`config.mk`:
```
export PLATFORM = sky130hd
export DESIGN_NAME = writeback_queue
export DESIGN_NICKNAME = d
export VERILOG_FILES = /design/src/rtl/wbq_pkg.sv /design/src/rtl/wbq_match.sv /design/src/rtl/writeback_queue.sv
export SDC_FILE = /design/constraint.sdc
export NUM_CORES = 1
export LEC_CHECK = 0
export CORE_ASPECT_RATIO = 1.2
export CORE_UTILIZATION = 50
export CTS_BUF_LIST = sky130_fd_sc_hd__clkbuf_8
export CTS_CLUSTER_SIZE = 8
export DETAILED_ROUTE_END_ITERATION = 16
export PLACE_DENSITY_LB_ADDON = 0.25
export SETUP_SLACK_MARGIN = 0.5
export SYNTH_ARGS = -nofsm -noshare
export SYNTH_HDL_FRONTEND = slang
export SYNTH_SLANG_ARGS = --single-unit
```
`constraint.sdc`:
```
create_clock -name clk -period 5.2 [get_ports clk]
set_input_delay 1.04 -clock clk [delete_from_list [all_inputs] [get_ports clk]]
set_output_delay 1.04 -clock clk [all_outputs]
set_load 0.005 [all_outputs]
```
`src/rtl/wbq_pkg.sv`:
```
// Shared types and defaults for the register-file writeback queue.
package wbq_pkg;

  localparam int WBQ_DATA_W = 32;
  localparam int WBQ_ADDR_W = 5;

  localparam logic [WBQ_ADDR_W-1:0] WBQ_REG_ZERO = '0;

  // One queued long-latency result; live drops when a younger ALU write supersedes it.
  typedef struct packed {
    logic [WBQ_ADDR_W-1:0] regIdx;
    logic [WBQ_DATA_W-1:0] data;
    logic                  live;
  } wbq_entry_t;

endpackage

```
`src/rtl/wbq_match.sv`:
```
// Per-register lookup over the queue contents: hit flag plus youngest live value.
// Value forwarding is built only when WBQ_FORWARD_EN is defined; otherwise data is tied to 0.
module wbq_match
  import wbq_pkg::*;
#(
  parameter int DEPTH  = 4,
  parameter int DATA_W = WBQ_DATA_W,
  parameter int ADDR_W = WBQ_ADDR_W
) (
  input  wbq_entry_t              entries [DEPTH],
  input  logic [$clog2(DEPTH)-1:0] tail,
  input  logic [ADDR_W-1:0]       chkReg,
  output logic                    hit,
  output logic [DATA_W-1:0]       data
);

  localparam int PTR_W = $clog2(DEPTH);

`ifdef WBQ_FORWARD_EN
  logic [PTR_W-1:0] idx;

  // Walk from the youngest slot (tail-1) back toward the head; first live match wins.
  always_comb begin
    hit  = 1'b0;
    data = '0;
    idx  = '0;
    for (int k = 0; k < DEPTH; k++) begin
      idx = tail - PTR_W'(k + 1);
      if (!hit && chkReg != WBQ_REG_ZERO && entries[idx].live &&
          entries[idx].regIdx == chkReg) begin
        hit  = 1'b1;
        data = entries[idx].data;
      end
    end
  end
`else
  logic unusedBits;

  // Without forwarding only presence matters, so age order is irrelevant.
  always_comb begin
    hit        = 1'b0;
    unusedBits = ^tail;
    for (int k = 0; k < DEPTH; k++) begin
      hit        = hit | (entries[k].live && entries[k].regIdx == chkReg);
      unusedBits = unusedBits ^ (^entries[k].data);
    end
    hit = hit && (chkReg != WBQ_REG_ZERO);
  end

  assign data = '0;
`endif

endmodule

```
`src/rtl/writeback_queue.sv`:
```
// Register-file write-port arbiter: ALU writes pass through, long-latency results queue in order.
// Optional WBQ_FORWARD_EN makes the lookups return the youngest queued value.
module writeback_queue
  import wbq_pkg::*;
#(
  parameter int DEPTH  = 4,
  parameter int DATA_W = WBQ_DATA_W,
  parameter int ADDR_W = WBQ_ADDR_W
) (
  input  logic                     clk,
  input  logic                     rst,
  input  logic                     alu_wr_en,
  input  logic [ADDR_W-1:0]        alu_wr_reg,
  input  logic [DATA_W-1:0]        alu_wr_data,
  input  logic                     lu_valid,
  output logic                     lu_ready,
  input  logic [ADDR_W-1:0]        lu_reg,
  input  logic [DATA_W-1:0]        lu_data,
  input  logic [ADDR_W-1:0]        chk_reg1,
  input  logic [ADDR_W-1:0]        chk_reg2,
  output logic                     chk_hit1,
  output logic                     chk_hit2,
  output logic [DATA_W-1:0]        chk_data1,
  output logic [DATA_W-1:0]        chk_data2,
  output logic [ADDR_W-1:0]        writeReg,
  output logic [DATA_W-1:0]        writeData,
  output logic                     regWrite,
  output logic [$clog2(DEPTH):0]   count
);

  localparam int PTR_W = $clog2(DEPTH);
  localparam int CNT_W = PTR_W + 1;

  wbq_entry_t       entries [DEPTH];
  wbq_entry_t       headEnt;
  logic [PTR_W-1:0] head;
  logic [PTR_W-1:0] tail;
  logic [CNT_W-1:0] countQ;

  logic aluOwns;
  logic notEmpty;
  logic pop;
  logic store;
  logic hit1Raw;
  logic hit2Raw;
  logic [DATA_W-1:0] data1Raw;
  logic [DATA_W-1:0] data2Raw;

  assign headEnt  = entries[head];
  assign aluOwns  = alu_wr_en && (alu_wr_reg != WBQ_REG_ZERO);
  assign notEmpty = (countQ != '0);
  // A dead head leaves every cycle; a live head only when the ALU is not using the port.
  assign pop      = notEmpty && (!headEnt.live || !aluOwns);
  assign lu_ready = !rst && (countQ < CNT_W'(DEPTH));
  assign store    = lu_valid && lu_ready && (lu_reg != WBQ_REG_ZERO);
  assign count    = countQ;

  always_comb begin
    regWrite  = 1'b0;
    writeReg  = '0;
    writeData = '0;
    if (!rst) begin
      if (aluOwns) begin
        regWrite  = 1'b1;
        writeReg  = alu_wr_reg;
        writeData = alu_wr_data;
      end else if (notEmpty && headEnt.live) begin
        regWrite  = 1'b1;
        writeReg  = headEnt.regIdx;
        writeData = headEnt.data;
      end
    end
  end

  // Later assignments win: the pop clear and the fresh enqueue override the WAW kill.
  always_ff @(posedge clk) begin
    if (rst) begin
      head   <= '0;
      tail   <= '0;
      countQ <= '0;
      for (int i = 0; i < DEPTH; i++) entries[i].live <= 1'b0;
    end else begin
      for (int i = 0; i < DEPTH; i++) begin
        if (aluOwns && entries[i].regIdx == alu_wr_reg) entries[i].live <= 1'b0;
      end
      if (pop) begin
        entries[head].live <= 1'b0;
        head               <= head + PTR_W'(1);
      end
      if (store) begin
        entries[tail] <= '{regIdx: lu_reg, data: lu_data, live: 1'b1};
        tail          <= tail + PTR_W'(1);
      end
      unique case ({store, pop})
        2'b10:   countQ <= countQ + CNT_W'(1);
        2'b01:   countQ <= countQ - CNT_W'(1);
        default: ;
      endcase
    end
  end

  wbq_match #(.DEPTH(DEPTH), .DATA_W(DATA_W), .ADDR_W(ADDR_W)) uMatch1 (
    .entries(entries), .tail(tail), .chkReg(chk_reg1), .hit(hit1Raw), .data(data1Raw)
  );

  wbq_match #(.DEPTH(DEPTH), .DATA_W(DATA_W), .ADDR_W(ADDR_W)) uMatch2 (
    .entries(entries), .tail(tail), .chkReg(chk_reg2), .hit(hit2Raw), .data(data2Raw)
  );

  assign chk_hit1  = !rst && hit1Raw;
  assign chk_hit2  = !rst && hit2Raw;
  assign chk_data1 = rst ? '0 : data1Raw;
  assign chk_data2 = rst ? '0 : data2Raw;

endmodule

```
==> results of run 1 <==
==> power breakdown <==
group	internal [uW]	total, uW	leakage (uW)	switching [uW]
logic	456	913	0.00260	457
clock network	335	809	0.000169	474
registers	1460	1550	0.00145	87.2
total	2250	3270	0.00421	1020
==> per-layer routing <==
layer | share of wire | wire (um) | up-vias | global-route usage
met4 | 0.023 | 513 | 0 | 0.105
met2 | 0.52 | 11500 | 328 | 0.430
li1 | - | - | 2759 | -
met3 | 0.080 | 1790 | 35 | 0.0544
met5 | 0 | 0 | - | 0
met1 | 0.38 | 8460 | 3008 | 0.305
==> worst paths after layout <==
path	slack, ns	end
worst max-delay path	0.87	writeData[23]
worst min-delay path	0.58	count[1]
worst max register to register	2.26	count[2]
worst min register to register	0.58	count[1]
==> synth_stat cells (all sizes together) <==
library cell	instances	area (um^2)
and3	150	938
nor4	8	50.1
ha	9	113
xor2	46	403
or4	3	22.5
xnor2	18	158
nor2	9	33.8
nand3	4	20.0
o21ai	5	25.0
edfxtp	148	4440
mux4	38	856
nand4	4	25.0
a31oi	4	25.0
a21boi	1	18.8
mux2i	1	10.0
o21a	1	7.51
o311a	1	10.0
fa	1	20.0
nor3	4	20.0
clkbuf	56	210
and2	4	25.0
dfxtp	11	220
a41o	4	40.0
conb	1	3.75
buf	78	567
nand2	81	304
or3	3	18.8
inv	10	37.5
a21oi	40	200
a22oi	1	7.51
==> state kept, by name (all words and copies together), names as in the netlist <==
register and count:
head 2, count 3, entries 152, tail 2
==> worst max-delay path: stages <==
cell and delay, ns:
dlymetal6s2s_1 0.21, or4_1 0.62, o21ai_4 0.18, buf_12 0.25, nand2_1 0.08, nand2_1 0.13, buf_6 0.22, a21oi_1 0.07
clkdlybuf4s50_1 0.47
==> cell type report <==
class / instances / area (um^2) / share of cell area
sequential: 159 / 4670 / 0.449
clock buffer: 17 / 234 / 0.0225
multi-input combinational: 504 / 3620 / 0.348
inverter: 10 / 37.5 / 0.00361
tap: 216 / 270 / 0.0260
clock inverter: 14 / 111 / 0.0107
timing repair buffer: 147 / 1460 / 0.140
==> per-stage QoR <==
step | cell area [um^2] | util | std cells | worst slack [ns] | power (uW)
after floorplan | 9070 | - | 807 | 1.71 | 2180
after global placement | 10000 | 0.589 | 1036 | 0.579 | 2460
after detailed placement | 10000 | 0.589 | 1036 | 0.514 | 2490
after CTS | 10400 | 0.609 | 1067 | 0.492 | 3290
after global routing | 10400 | 0.610 | 1067 | 0.733 | 3420
final | 10400 | 0.610 | 1067 | 0.875 | 3270
==> cells by family after synthesis <==
kind of cell	count (synthesis)	synth area share
adders and majority gates	10	0.0150
AOI/OAI and AO/OA	57	0.0378
buffers and inverters	144	0.0922
and+or+nand+nor	270	0.165
DFF	159	0.528
xor gates and xnor gates	64	0.0635
other	1	0.000425
muxes	39	0.0980
==> timing repair <==
item	in CTS	in global routing
resized for setup	0	7
setup endpoints to repair	7	38
buffers inserted	0	0
==> impl_metrics.ini, run 1 <==
[clocking]
hold_buffers = 0
clk_pin_slew_ns = 0.09
numCtsBuffers = 17
clock_latency_ns = 0.44
htree_levels = 4
tritoncts = yes
cts_buffer_depth = 2
clock_tree.root_cell = clkbuf_8
cts.sinks = 159

[sta]
slew_violations = 0
skew_ns = 0.0152
worst_pin_slew_ns = 1.09
fin_hold_ws_ns = 0.575
rsz0062_at_grt = no
fmax_mhz = 231
hold_viol = 0
period_share = 0.832
finalSetupViolCount = 0
fin_crit_ns = 4.33
tns_ns = 0
relSlewSlack = 0.271

[die]
coreArea_um2 = 17000
rows = 52
die_y_um = 148
ios = 196
design.die.area_um2 = 18200
initial_core_util = 0.518
die_w_um = 123

[yosys]
yosysUniqueCellTypes = 35
ys_seq_area_frac = 0.528
ys_seq_elements = 159
syn_avg_cell_area_um2 = 11.9
synth.yosys.warnings = 0
postSynthCellCount = 744
syn_area_um2 = 8830

[final_layout]
final_common_cell = and3_1
fin_nets = 937
diodes = 0
final_cell_mix = and3_1, edfxtp_1, clkdlybuf4s50_1
drive_gt1_frac = 0.112
area_growth_pct = 17.8
nFillCells = 1382

[global_route]
grt_max_degree = 118
gr-total-overflow = 0
grtUsageTotal = 0.252
grt_pass1_wl_um = 33900
grt_pass1_vias = 6221
grt_antenna_before_repair = 0

[worst_setup_path]
reg2reg_depth = 8
crit_arrival_ns = 3.29
cp.required_ns = 4.16
startpoint = alu_wr_reg[0]
endpoint_kind = output port
crit_type = in -> out
timing.rr.start = head[0]
cp_max_fo = 39
startpoint_type = input pin

[detailed_routing]
firstDrtPassIters = 5
drcViolationCount = 0
via_per_inst = 5.75
ant_nets = 0
vias = 6130
detail_route.iter0.violations = 492
wl_per_cell_um = 20.9
postRouteWirelength_um = 22300

[flow_run]
cap_violations = 0

[power]
vdd_drop_max_v = 0.000199
leakagePower_uw = 0.00421
power_density_nw_per_um2 = 314

[run_status]
status = finished clean

[place]
io_buffers = 131
dpl.hpwl_um = 14300
place_congestion = 0.955

[hold_path]
min_path_type = reg -> reg
min_from = count[1]
hold_depth = 2
(Power assumes the default switching activity.)
==> inputs of run 2 (changes only) <==
Clock period 5.2 ns to 4.05 ns, I/O delays scaled along.
==> run 2 against run 1 <==
Net effect: largest power group unchanged; clock-buffer cell count did not move; utilization rose by 2.5 points; critical path depth rose by 2; worst setup slack got worse by 0.33 ns.
==> impl_metrics.ini, run 2 (synthesis results as in run 1) <==
[worst_setup_path]
timing.rr.start = head[0]
crit_arrival_ns = 2.70
reg2reg_depth = 8
startpoint_type = input pin
r2r_slack_ns = 1.38
endpoint_kind = output port
cp_max_fo = 5
r2r_end = count[2]
crit_type = in -> out
cp.required_ns = 3.24

[final_layout]
final_common_cell = and3_1
largest_reg_flops = 152
post-route-util = 0.635
area_growth_pct = 22.6
fin_nets = 965
multi_input_area_um2 = 3660
nFillCells = 1336
final_cell_mix = and3_1, edfxtp_1, nand2_1, clkdlybuf4s50_1, conb_1
ff_latch_area_um2 = 4670
diodes = 0
top_register = entries
drive_gt1_frac = 0.159

[sta]
skew_ns = 0.0160
fin_hold_ws_ns = 0.560
fin_crit_ns = 3.51
fmax_mhz = 285
finalSetupViolCount = 0
rsz0062_at_grt = yes
period_share = 0.866
worst_pin_slew_ns = 0.606
slew_violations = 0
tns_ns = 0
relSlewSlack = 0.596
hold_viol = 0

[global_route]
grtUsageTotal = 0.260
grt_pass1_wl_um = 34700
grt_pass1_vias = 6312
grt_antenna_before_repair = 0
grt_max_degree = 81
gr-total-overflow = 0

[clocking]
htree_levels = 4
clock_tree.root_cell = clkbuf_8
cts.sinks = 159
clk_pin_slew_ns = 0.10
cts_buffer_depth = 2
clock_latency_ns = 0.45
tritoncts = yes
numCtsBuffers = 17
hold_buffers = 0

[hold_path]
min_from = count[2]
min_path_type = reg -> reg
hold_depth = 2
whs_endpoint = count[2]

[die]
design.die.area_um2 = 18200
die_w_um = 123
rows = 52
die_y_um = 148
coreArea_um2 = 17000
initial_core_util = 0.518
ios = 196

[detailed_routing]
vias = 6224
firstDrtPassIters = 5
wl_per_cell_um = 20.7
drcViolationCount = 0
ant_nets = 0
postRouteWirelength_um = 22700
via_per_inst = 5.68
detail_route.iter0.violations = 554

[power]
power_density_nw_per_um2 = 405
vdd_drop_max_v = 0.000226
leakagePower_uw = 0.00456

[place]
place_congestion = 0.854
dpl.hpwl_um = 14400
io_buffers = 131

[flow_run]
cap_violations = 0

[run_status]
status = finished clean
run 2: changes by cell type in the layout (fill, tap and decap cells not counted), moves of 3 or more:
cell	previous run	this run
clkdlybuf4s50_1	127	79
buf_16	0	4
clkdlybuf4s15_1	0	15
buf_12	1	10
a21oi_2	0	7
a21oi_1	40	33
clkbuf_2	0	6
buf_4	13	26
dlygate4sd2_1	0	27
clkinvlp_4	4	1
run 2: stage by stage:
step | setup slack, ns | cell area, um^2 | cells | total power, uW
floorplan | 0.811 | 9070 | 807 | 2790
finish | 0.544 | 10800 | 1096 | 4390
detailed placement | 0.176 | 10200 | 1049 | 3250
global placement | 0.182 | 10200 | 1049 | 3210
global route | 0.499 | 10800 | 1096 | 4590
CTS | 0.504 | 10800 | 1096 | 4410
run 2: layout make-up:
cell class | instances | share of cell area
Timing Repair Buffer | 175 | 0.167
Clock inverter | 15 | 0.0140
Sequential cell | 159 | 0.431
Tap cell | 216 | 0.0250
Clock buffer | 17 | 0.0216
Multi-Input combinational cell | 504 | 0.338
Inverter | 10 | 0.00347
run 2: how the worst max path moves through the flow:
stage / slack, ns / to / from / cells past startpoint
floorplan: 0.81 / count[2] / alu_wr_reg[1] / 11
global placement: 0.18 / writeData[3] / alu_wr_reg[0] / 7
detailed placement: 0.18 / writeData[8] / alu_wr_reg[0] / 7
CTS: 0.50 / writeReg[0] / alu_wr_reg[3] / 10
global route: 0.50 / chk_hit1 / chk_reg1[1] / 7
finish: 0.54 / writeData[9] / alu_wr_reg[0] / 11
run 2: power breakdown:
group | switching [uW] | internal (uW) | leakage [uW]
Combinational | 644 | 635 | 0.00292
Clock | 642 | 508 | 0.000197
Sequential | 84.6 | 1880 | 0.00145
run 2: timing repair:
item | CTS | global route
gates resized for setup | 66 | 32
gates cloned | 4 | 0
endpoints found under the setup margin | 40 | 39
buffers inserted | 11 | 0
pin swaps | 2 | 2
run 2: per-layer routing:
metal,GRT usage,share of wire,routed length [um],up-vias
met2,0.441,0.51,11700,311
met4,0.121,0.027,624,0
li1,-,-,-,2823
met1,0.324,0.39,8870,3052
met5,0,0,0,-
met3,0.0405,0.067,1530,38
run 2: worst max-delay path, cell delays in order:
cell	delay, ns
dlygate4sd2_1	0.25
or4_4	0.56
o21ai_4	0.16
buf_12	0.12
nand2_2	0.05
nand2_4	0.09
buf_12	0.12
buf_12	0.11
buf_6	0.11
a21oi_1	0.04
dlygate4sd2_1	0.26
==> inputs of run 3 (changes only) <==
Settings changed: CORE_MARGIN set to 3.
==> run 3 against run 2 <==
Net effect: clock power increased by 5%; power increased by 1.4%; worst setup slack got worse by 0.014 ns; register-to-register slack improved by 0.22 ns; wire length increased by 6.6%; design area decreased by 0.46%; hold slack improved by 0.0091 ns; largest cell class unchanged.
==> impl_metrics.ini, run 3 (synthesis results as in run 1) <==
[power]
power_density_nw_per_um2 = 413
vdd_drop_max_v = 0.000269
power_uw = 4450
leakagePower_uw = 0.00453

[sta]
hold_viol = 0
relSlewSlack = 0.570
finalSetupViolCount = 0
fin_crit_ns = 3.52
skew_ns = 0.0133
fmax_mhz = 284
rsz0062_at_grt = yes
tns_ns = 0
slew_violations = 0
period_share = 0.869
worst_pin_slew_ns = 0.645
fin_ws_ns = 0.530

[die]
die_y_um = 152
initial_core_util = 0.516
ios = 196
rows = 52
design.die.area_um2 = 19300
die_w_um = 127
coreArea_um2 = 17100

[clocking]
numCtsBuffers = 17
clk_pin_slew_ns = 0.09
clock_latency_ns = 0.45
clock_tree.root_cell = clkbuf_8
cts_buffer_depth = 2
htree_levels = 4
tritoncts = yes
cts.sinks = 159

[place]
place_congestion = 0.891
io_buffers = 131
dpl-instance-area_um2 = 10200
place_worst_setup_slack_ns = 0.0930
dpl.hpwl_um = 14900

[detailed_routing]
wl_per_cell_um = 22.1
drcViolationCount = 0
firstDrtPassIters = 5
detail_route.iter0.violations = 445
postRouteWirelength_um = 24200
ant_nets = 0
vias = 6328
via_per_inst = 5.78

[worst_setup_path]
cp.required_ns = 3.24
crit_type = in -> out
cp_slowest_cell = or4_4
worstPathCellList = clkdlybuf4s50_1 > or4_4 > o21ai_4 > buf_4 > buf_6 > buf_16 > nand2_1 > a21oi_2 > clkdlybuf4s15_2
startpoint = alu_wr_reg[0]
crit_arrival_ns = 2.71
timing.rr.start = count[2]
cp_max_fo = 10
critPathBufInv = 5
startpoint_type = input pin
cp_slowest_stage_delay_ns = 0.46
endpoint_kind = output port
cpLargestDelayFamily = buffers and inverters

[final_layout]
final_cell_mix = and3_1, edfxtp_1, clkdlybuf4s50_1
final_common_cell = and3_1
fin_nets = 963
design_area_um2 = 10800
drive_gt1_frac = 0.182
post-route-util = 0.630
largest_reg_flops = 152
top_register = entries
diodes = 0
area_growth_pct = 22.0

[global_route]
grtUsageTotal = 0.254
grt_pass1_vias = 6409
grt_max_degree = 64
grt_antenna_before_repair = 0
gr-total-overflow = 0
grt_pass1_wl_um = 36700

[hold_path]
min_from = count[2]
min_path_type = reg -> reg

[run_status]
status = finished clean

[flow_run]
cap_violations = 0
## run 3: worst paths after layout
| path | end | depth (start not counted) | slack [ns] |
|---|---|---|---|
| worst max-delay path | writeData[13] | 9 | 0.53 |
| worst min-delay path | count[2] | 2 | 0.57 |
| worst max register to register | count[2] | 9 | 1.60 |
| worst min register to register | count[2] | 2 | 0.57 |
## run 3: area by class of cell
cell class              count  area (um^2)
fillers                  1329         6330
flip-flops and latches    159         4670
multi-input cells         505         3680
repair buffers            172         1710
well taps                 216          270
clock buffers              17          234
clock inverters            15          174
inverters                  10         37.5
## run 3: timing repair
| action | CTS | global route |
|---|---|---|
| hold buffers | 0 | 0 |
| endpoints found under the setup margin | 40 | 36 |
| endpoints found under the hold margin | 0 | 0 |
| pin swaps | 7 | 2 |
| gates cloned | 4 | 0 |
| setup buffers | 9 | 2 |
| gates resized for setup | 81 | 45 |
## run 3: report_power, final
part	internal [uW]	switching (uW)	total [uW]	leakage, uW
Clock	570	643	1210	0.000210
Combinational	628	687	1320	0.00287
Sequential	1880	47.3	1920	0.00145
Total	3070	1380	4450	0.00453
## run 3: tightest hold or removal path: cells and delay by family, from the launching register on
family	cells	cell delay [ns]
DFF	1	0.36
AOI/OAI and AO/OA	2	0.18
## run 3: per-stage QoR
stage	hold slack (ns)	instances
final	0.569	1094
after global routing	0.572	1094
after CTS	0.566	1092
after detailed placement	0.543	1047
after global placement	0.495	1047
after floorplan	0.495	807
## run 3: per-layer routing
| metal | GRT usage | part of all wire | vias up |
|---|---|---|---|
| li1 | - | - | 2823 |
| met3 | 0.0491 | 0.069 | 34 |
| met2 | 0.442 | 0.52 | 289 |
| met5 | 0 | 0 | - |
| met1 | 0.317 | 0.38 | 3182 |
| met4 | 0.0928 | 0.022 | 0 |
